## src/rtl/lifo_stack_ctl.sv

```systemverilog
// LIFO stack with registered top-of-stack cache, atomic replace and
// sticky overflow/underflow flags; every operation completes in one clock.
module lifo_stack_ctl #(
    parameter int WIDTH  = 16,
    parameter int DEPTH  = 256,
    parameter int ADDR_W = 8
) (
    input  logic              clk,
    input  logic              reset,
    input  logic [WIDTH-1:0]  data,
    input  logic              push,
    input  logic              pop,
    input  logic              clear_err,
    output logic [WIDTH-1:0]  out,
    output logic              out_valid,
    output logic [WIDTH-1:0]  top,
    output logic [ADDR_W:0]   count,
    output logic              empty,
    output logic              full,
    output logic              overflow,
    output logic              underflow
);

    localparam logic [ADDR_W:0] CNT_ONE  = (ADDR_W+1)'(1);
    localparam logic [ADDR_W:0] CNT_TWO  = (ADDR_W+1)'(2);
    localparam logic [ADDR_W:0] CNT_FULL = (ADDR_W+1)'(DEPTH);

    logic [WIDTH-1:0]  mem [DEPTH];
    logic [ADDR_W-1:0] top_idx;
    logic [ADDR_W-1:0] below_idx;
    logic [ADDR_W-1:0] wr_addr;
    logic [ADDR_W:0]   cnt_nxt;
    logic              wr_en;
    logic              set_ovf;
    logic              set_unf;

    assign top_idx   = ADDR_W'(count - CNT_ONE);
    assign below_idx = ADDR_W'(count - CNT_TWO);
    // Replace overwrites the current top slot; a plain push fills the next one.
    assign wr_addr   = pop ? top_idx : count[ADDR_W-1:0];
    assign wr_en     = (push & ~pop & ~full) | (push & pop & ~empty);
    assign set_ovf   = push & ~pop & full;
    assign set_unf   = pop & ~push & empty;

    always_comb begin
        cnt_nxt = count;
        unique case ({push, pop})
            2'b10:   if (!full)  cnt_nxt = count + CNT_ONE;
            2'b01:   if (!empty) cnt_nxt = count - CNT_ONE;
            default: cnt_nxt = count;
        endcase
    end

    always_ff @(posedge clk) begin
        if (!reset && wr_en)
            mem[wr_addr] <= data;
    end

    always_ff @(posedge clk) begin
        if (reset) begin
            count     <= '0;
            empty     <= 1'b1;
            full      <= 1'b0;
            out       <= '0;
            out_valid <= 1'b0;
            top       <= '0;
            overflow  <= 1'b0;
            underflow <= 1'b0;
        end else begin
            count     <= cnt_nxt;
            empty     <= (cnt_nxt == '0);
            full      <= (cnt_nxt == CNT_FULL);
            out_valid <= 1'b0;
            // A new error in the same cycle as clear_err must stay visible.
            overflow  <= (overflow & ~clear_err) | set_ovf;
            underflow <= (underflow & ~clear_err) | set_unf;
            unique case ({push, pop})
                2'b10: begin
                    if (!full)
                        top <= data;
                end
                2'b01: begin
                    if (!empty) begin
                        out       <= top;
                        out_valid <= 1'b1;
                        top       <= (count >= CNT_TWO) ? mem[below_idx] : '0;
                    end
                end
                2'b11: begin
                    out_valid <= 1'b1;
                    if (empty) begin
                        out <= data;
                    end else begin
                        out <= top;
                        top <= data;
                    end
                end
                default: ;
            endcase
        end
    end

endmodule

```

## config.mk

```make
export PLATFORM = sky130hd
export DESIGN_NAME = lifo_stack_ctl
export DESIGN_NICKNAME = d
export VERILOG_FILES = /design/src/rtl/lifo_stack_ctl.sv
export SDC_FILE = /design/constraint.sdc
export NUM_CORES = 2
export LEC_CHECK = 0
export ABC_AREA = 0
export CAP_MARGIN = 20
export CORE_MARGIN = 5
export CORE_UTILIZATION = 30
export DETAILED_ROUTE_END_ITERATION = 10
export GPL_TIMING_DRIVEN = 0
export PLACE_DENSITY_LB_ADDON = 0.15
export SETUP_SLACK_MARGIN = 0.1
export SLEW_MARGIN = 30
export SYNTH_ARGS = -nofsm -noshare
export SYNTH_HDL_FRONTEND = slang
export SYNTH_SLANG_ARGS = --single-unit
```

## constraint.sdc

```tcl
create_clock -name clk -period 5.05 [get_ports clk]
set_clock_uncertainty 0.05 [all_clocks]
set_input_delay 1.515 -clock clk [delete_from_list [all_inputs] [get_ports clk]]
set_output_delay 1.515 -clock clk [all_outputs]
set_load 0.05 [all_outputs]
```

After elaboration in Yosys (flattened, before gate mapping)
Memories as Yosys holds them, arrays and structs flattened.
Index checks and enable logic that the tools add are counted.
{"block": "word_totals", "in_bits": 21, "mem_bits_ro": 0, "n_memories": 1, "latchBits": 0, "register_bits": 46, "elab_cells": 60, "mem_bits_rw": 4096}
{"name": "mem", "depth": 256, "word_bits": 16, "rd": 1, "rd_ports_with_merged_regs": 0, "write_ports": 1, "line": "28", "source": "logic [WIDTH-1:0] mem [DEPTH];"}
{"block": "op_classes", "n_mux": 16, "n_div": 0, "add_sub_neg": 3, "n_reduce_logical": 7, "n_bitwise": 17, "n_mul": 0, "magnitude_cmp": 1, "n_eq_ne": 7, "n_shift": 0}
{"cell": "16-bit 2-to-1 mux", "n": 6}
{"cell": "16-bit one-hot mux with 3 select lines", "n": 1}
{"cell": "16-bit one-hot mux with 2 select lines", "n": 1}
{"cell": "9-bit 2-to-1 mux", "n": 2}
{"cell": "9-bit one-hot mux with 2 select lines", "n": 1}
{"cell": "9-bit by 1-bit adder with 9-bit output (second input constant)", "n": 1}
{"cell": "1-bit bitwise AND", "n": 9}
{"cell": "9-bit == test (second input constant)", "n": 1}
{"cell": "9-bit by 2-bit greater-or-equal comparator with 1-bit output (second input constant)", "n": 1}
{"cell": "9-bit zero test", "n": 1}
{"cell": "9-bit by 1-bit subtractor with 9-bit output (second input constant)", "n": 1}
{"cell": "8-bit 2-to-1 mux", "n": 1}
{"cell": "8-bit by 2-bit subtractor with 8-bit output (second input constant)", "n": 1}
{"cell": "2-bit inequality test (second input constant)", "n": 3}
{"cell": "1-bit NOT", "n": 5}
{"cell": "2-bit == test (second input constant)", "n": 2}
{"cell": "4-bit AND reduction", "n": 1}
{"cell": "1-bit 2-to-1 mux", "n": 3}
{"cell": "1-bit OR", "n": 3}
{"cell": "3-bit nonzero test", "n": 1}
{"cell": "2-bit by 1-bit == test with 1-bit output (second input constant)", "n": 1}
{"cell": "1-bit one-hot mux with 2 select lines", "n": 1}
{"cell": "2-bit AND reduction", "n": 1}
{"cell": "2-bit nonzero test", "n": 1}
{"cell": "2 further kinds", "n": 2}

Longest topological paths before layout
{"block": "logic_depth", "word_depth": 7, "ltp_mapped": 18, "mapped_depth_nobuf": 9}

Least setup slack after synthesis
OpenSTA, ideal clock, no wires.
{"block": "synth_timing", "path_type": "flip-flop to flip-flop", "start": "register count[1]", "end": "memory mem[223][0] (enable)", "slack_ns": 0.525, "arrival_time_ns": 4.086, "path_stages_with_launch": 15, "n_path_buf": 6, "synth_period_minus_slack_ns": 4.525, "setup_time_ns": 0.388, "path_cell_list": "dfxtp_1 > buf_2 > buf_4 > buf_2 > inv_1 > buf_2 > buf_1 > ha_1 > a21boi_0 > nand2_1 > xor2_1 > nor2_1 > nand2_1 > clkbuf_1 > nor2_1"}
{"block": "synth_between", "elab_chain_len": 2}
{"element": "from (decl)", "line": "17", "source": "output logic [ADDR_W:0] count,"}
{"element": "from (signal assigned)", "line": "70", "source": "count <= cnt_nxt;"}
{"element": "9-bit by 1-bit subtractor with 9-bit output"}
{"element": "8-bit 2-to-1 mux *", "line": "40", "source": "assign wr_addr = pop ? top_idx : count[ADDR_W-1:0];"}
{"element": "to (decl)", "line": "28"}
Every way passes the cells marked *; elsewhere a longest branch is shown, timed or not.

Worst setup path after layout
{"block": "layout_timing", "start": "register count[1]", "end": "register top[12]"}
{"block": "layout_between", "elab_chain_len": 5}
{"element": "8-bit by 2-bit subtractor with 8-bit output", "line": "38", "source": "assign below_idx = ADDR_W'(count - CNT_TWO);"}
{"element": "memory read 256 x 16 bit"}
{"element": "16-bit 2-to-1 mux *", "line": "86", "source": "top <= (count >= CNT_TWO) ? mem[below_idx] : '0;"}
{"element": "16-bit 2-to-1 mux *", "line": "83", "source": "if (!empty) begin"}
{"element": "16-bit one-hot mux with 3 select lines *", "line": "77", "source": "unique case ({push, pop})"}
{"element": "to (signal assigned)", "line": "80", "source": "top <= data;"}
{"element": "to (signal assigned)", "line": "86"}
{"element": "to (signal assigned)", "line": "95", "source": "top <= data;"}
{"element": "to (decl)", "line": "16", "source": "output logic [WIDTH-1:0] top,"}
Every way passes the cells marked *; elsewhere a longest branch is shown, timed or not. The select of a mux whose other input is x is not followed.
A chain may end at the register's enable or synchronous reset.

==> results_dict.tcl <==
set metrics [dict create \
    outcome "finished, violations left" \
    violations "setup timing" \
    slew_headroom_pct 27.73 \
    p_per_area_nw_per_um2 403.3 \
    ctsHoldBuffers 0 \
    synth_edf_count 4096 \
    antenna_found_initial 114 \
    path_max_fanout 10 \
    drt_iter0_drc 18570 \
    synth_cell_types 98 \
    clock_path_buffers 4 \
    synth-async-reset-ratio_pct 0 \
    totalWireLength_mm 811.4 \
    yosys_most_used_dff "edfxtp_1" \
    required_ps 5920 \
    drive_gt1_share_pct 35.28 \
    p_leak_nw 61.34 \
    setup_ws_ps -168.6 \
    stdcell_count 15940 \
    syn-num-nets 7419 \
    tightest_slew_ps 1079 \
    initial_core_util_pct 30.08 \
    cp_data_arrival_time_ps 6090 \
    clock.fmax_mhz 191.6 \
    finalMaxSlewViolations 0 \
    gp_congestion 0.9882 \
    grt_max_degree 113 \
    hold_slack_ps 426.0 \
    synth-seq-cells 4142 \
    ant_nets 0 \
    clock_latency_ps 1110 \
    yosysWarnings 0 \
    fin_nets 8512 \
    drc 0 \
    total_power_mw 80.88 \
    grt_setup_unrepaired "yes" \
    fin_util_pct 37.68 \
    critPathLaunchType "flop" \
    grt_usage_pct 28.79 \
    vias 96540 \
    grt_pass1_wl_mm 1008 \
    grt.overflow.total 0 \
    cts_tree "built" \
    min_period_over_period_pct 103.3 \
    io_buffers 66 \
    wl_per_cell_um 50.90 \
    ir_worst_vdd_mv 0.3388 \
    clkSinkCount 4142 \
    syn_area_um2 160100 \
    clk_pin_slew_ps 60 \
    period_needed_ps 5219 \
    cap_violations 0 \
    dp_cells 14840 \
    die_x_um 740.5 \
    setup_viol 311 \
    path_class "reg2reg" \
    rows 268 \
    cp-end-kind "flop" \
    fp.dieH_um 740.5 \
    synthToLayoutAreaGrowth_pct 25.25 \
    drtPass1Iterations 10 \
    hold_viol 0 \
    numCtsBuffers 443 \
    hold_class "reg2reg" \
    core-area_um2 532200 \
    synthCells 7388 \
    htreeDepth 5 \
    synth-seq-area-share_pct 77.40 \
    viasPerCell 6.056 \
    ios 67 \
    dpl.hpwl_mm 555.8 \
    grt_pass1_vias 88420 \
    syn_area_per_cell_um2 21.67 \
    cts_root_buffer "clkbuf_16" \
    die_area_um2 548400 \
]
[synthesized netlist by cell type, types with 14 or more instances]
| master | count | share of area, % |
|---|---|---|
| a221oi_1 | 22 | 0.12 |
| mux2i_1 | 160 | 1.0 |
| a22o_1 | 48 | 0.26 |
| a22oi_1 | 105 | 0.49 |
| dfxtp_1 | 46 | 0.58 |
| o211ai_1 | 14 | 0.066 |
| nand3_1 | 95 | 0.30 |
| nand2_1 | 335 | 0.79 |
| o21ai_0 | 38 | 0.12 |
| o221ai_1 | 38 | 0.21 |
| nor2_1 | 359 | 0.84 |
| buf_1 | 23 | 0.054 |
| nor4_1 | 19 | 0.074 |
| clkbuf_1 | 96 | 0.23 |
| mux4_2 | 1005 | 14 |
| mux2_2 | 14 | 0.098 |
| buf_2 | 169 | 0.53 |
| edfxtp_1 | 4096 | 77 |
| buf_4 | 94 | 0.44 |
| nor3_1 | 58 | 0.18 |
| a31oi_1 | 47 | 0.18 |
| a32oi_1 | 21 | 0.11 |
| o22ai_1 | 96 | 0.38 |
| buf_6 | 48 | 0.34 |
| nand4_1 | 25 | 0.098 |
| a21oi_1 | 55 | 0.17 |
| and3_1 | 27 | 0.11 |
[state kept, by name (all words and copies together), names as in the netlist]
signal     count
underflow      1
mem         4096
out           16
top           16
out_valid      1
empty          1
overflow       1
full           1
count          9
[logic make-up (layout without fill, tap and decap cells)]
logic type                 count (synthesis)  in the layout  synth area share [%]
DFF                                     4142           4142                 77.40
muxes                                   1179           1179                 15.24
and+or+nand+nor                          984            984                 2.713
AOI/OAI and AO/OA                        610            610                 2.823
buffers and inverters                    443           1912                 1.626
xor gates and xnor gates                  20             20                0.1211
adders and majority gates                 10             10               0.07815
other                                      0             63                     0
[layout make-up]
type	count	area, um2
plain buffers	426	4050
flip-flops and latches	4142	123900
multi-input cells	2803	36990
diodes	63	157.7
clock inverters	274	2445
clock buffers	547	11580
fillers	47860	331600
well taps	7020	8783
repair buffers	653	12530
inverters	12	50.05
[stage by stage]
stage | setup TNS, ps | setup slack [ps] | cell area [um2]
floorplan | 0 | 525.1 | 160100
global route | 0 | 15.74 | 200400
global placement | - | -9492 | 169500
CTS | 0 | 8.868 | 200000
detailed placement | -9302670 | -3296 | 181400
finish | -10800 | -168.6 | 200500
[metal layers]
layer | GRT usage, % | up-vias | share of wire [%]
li1 | - | 33670 | -
met1 | 37.57 | 53250 | 37
met2 | 41.49 | 7957 | 42
met3 | 9.659 | 1636 | 13
met4 | 17.44 | 30 | 7.4
met5 | 0 | - | 0.027
[path summary, 6_finish.rpt]
path	startpoint	endpoint	slack, ps	cells past startpoint
min	overflow	overflow	430	2
max	count[1]	top[12]	-170	20
min reg2reg	overflow	overflow	430	2
max reg2reg	count[1]	top[12]	-170	20
[worst max-delay path, cell delays in order, from the launching register on]
cell     delay [ps]
dfxtp_4         440
buf_8           160
buf_12          160
buf_12          140
inv_1            80
buf_8           170
buf_2           160
buf_12          160
ha_4            260
xor2_4          200
buf_12          170
buf_4           190
nor2_4          240
buf_16          230
buf_16          180
buf_6           380
nand3_1         320
and3_1          360
nor4_4          410
buf_4           290
o31ai_1          90
[repair_timing]
item,in CTS,in global routing
buffers inserted,201,17
resized for setup,556,39
gates cloned,1,0
pin swaps,135,10
endpoints found under the setup margin,4119,2436
[cells in the final DEF (no fill, tap or decap), types with 103 or more instances in the layout]
cell / synthesis / final
buf_12: 1 / 138
mux2i_1: 160 / 157
clkbuf_1: 96 / 115
a22oi_1: 105 / 104
buf_4: 94 / 282
nand2_1: 335 / 297
buf_16: 0 / 298
nor2_4: 0 / 281
mux4_2: 1005 / 1005
clkbuf_16: 0 / 451
buf_6: 48 / 103
clkinv_1: 1 / 119
edfxtp_1: 4096 / 4096
[power breakdown]
part / internal [mW] / total, mW / switching [mW]
sequential: 37.8 / 38.0 / 0.123
clock: 18.0 / 32.3 / 14.4
combinational: 2.83 / 10.6 / 7.75
total: 58.6 / 80.9 / 22.2
Power figures use the tool's default switching activity.
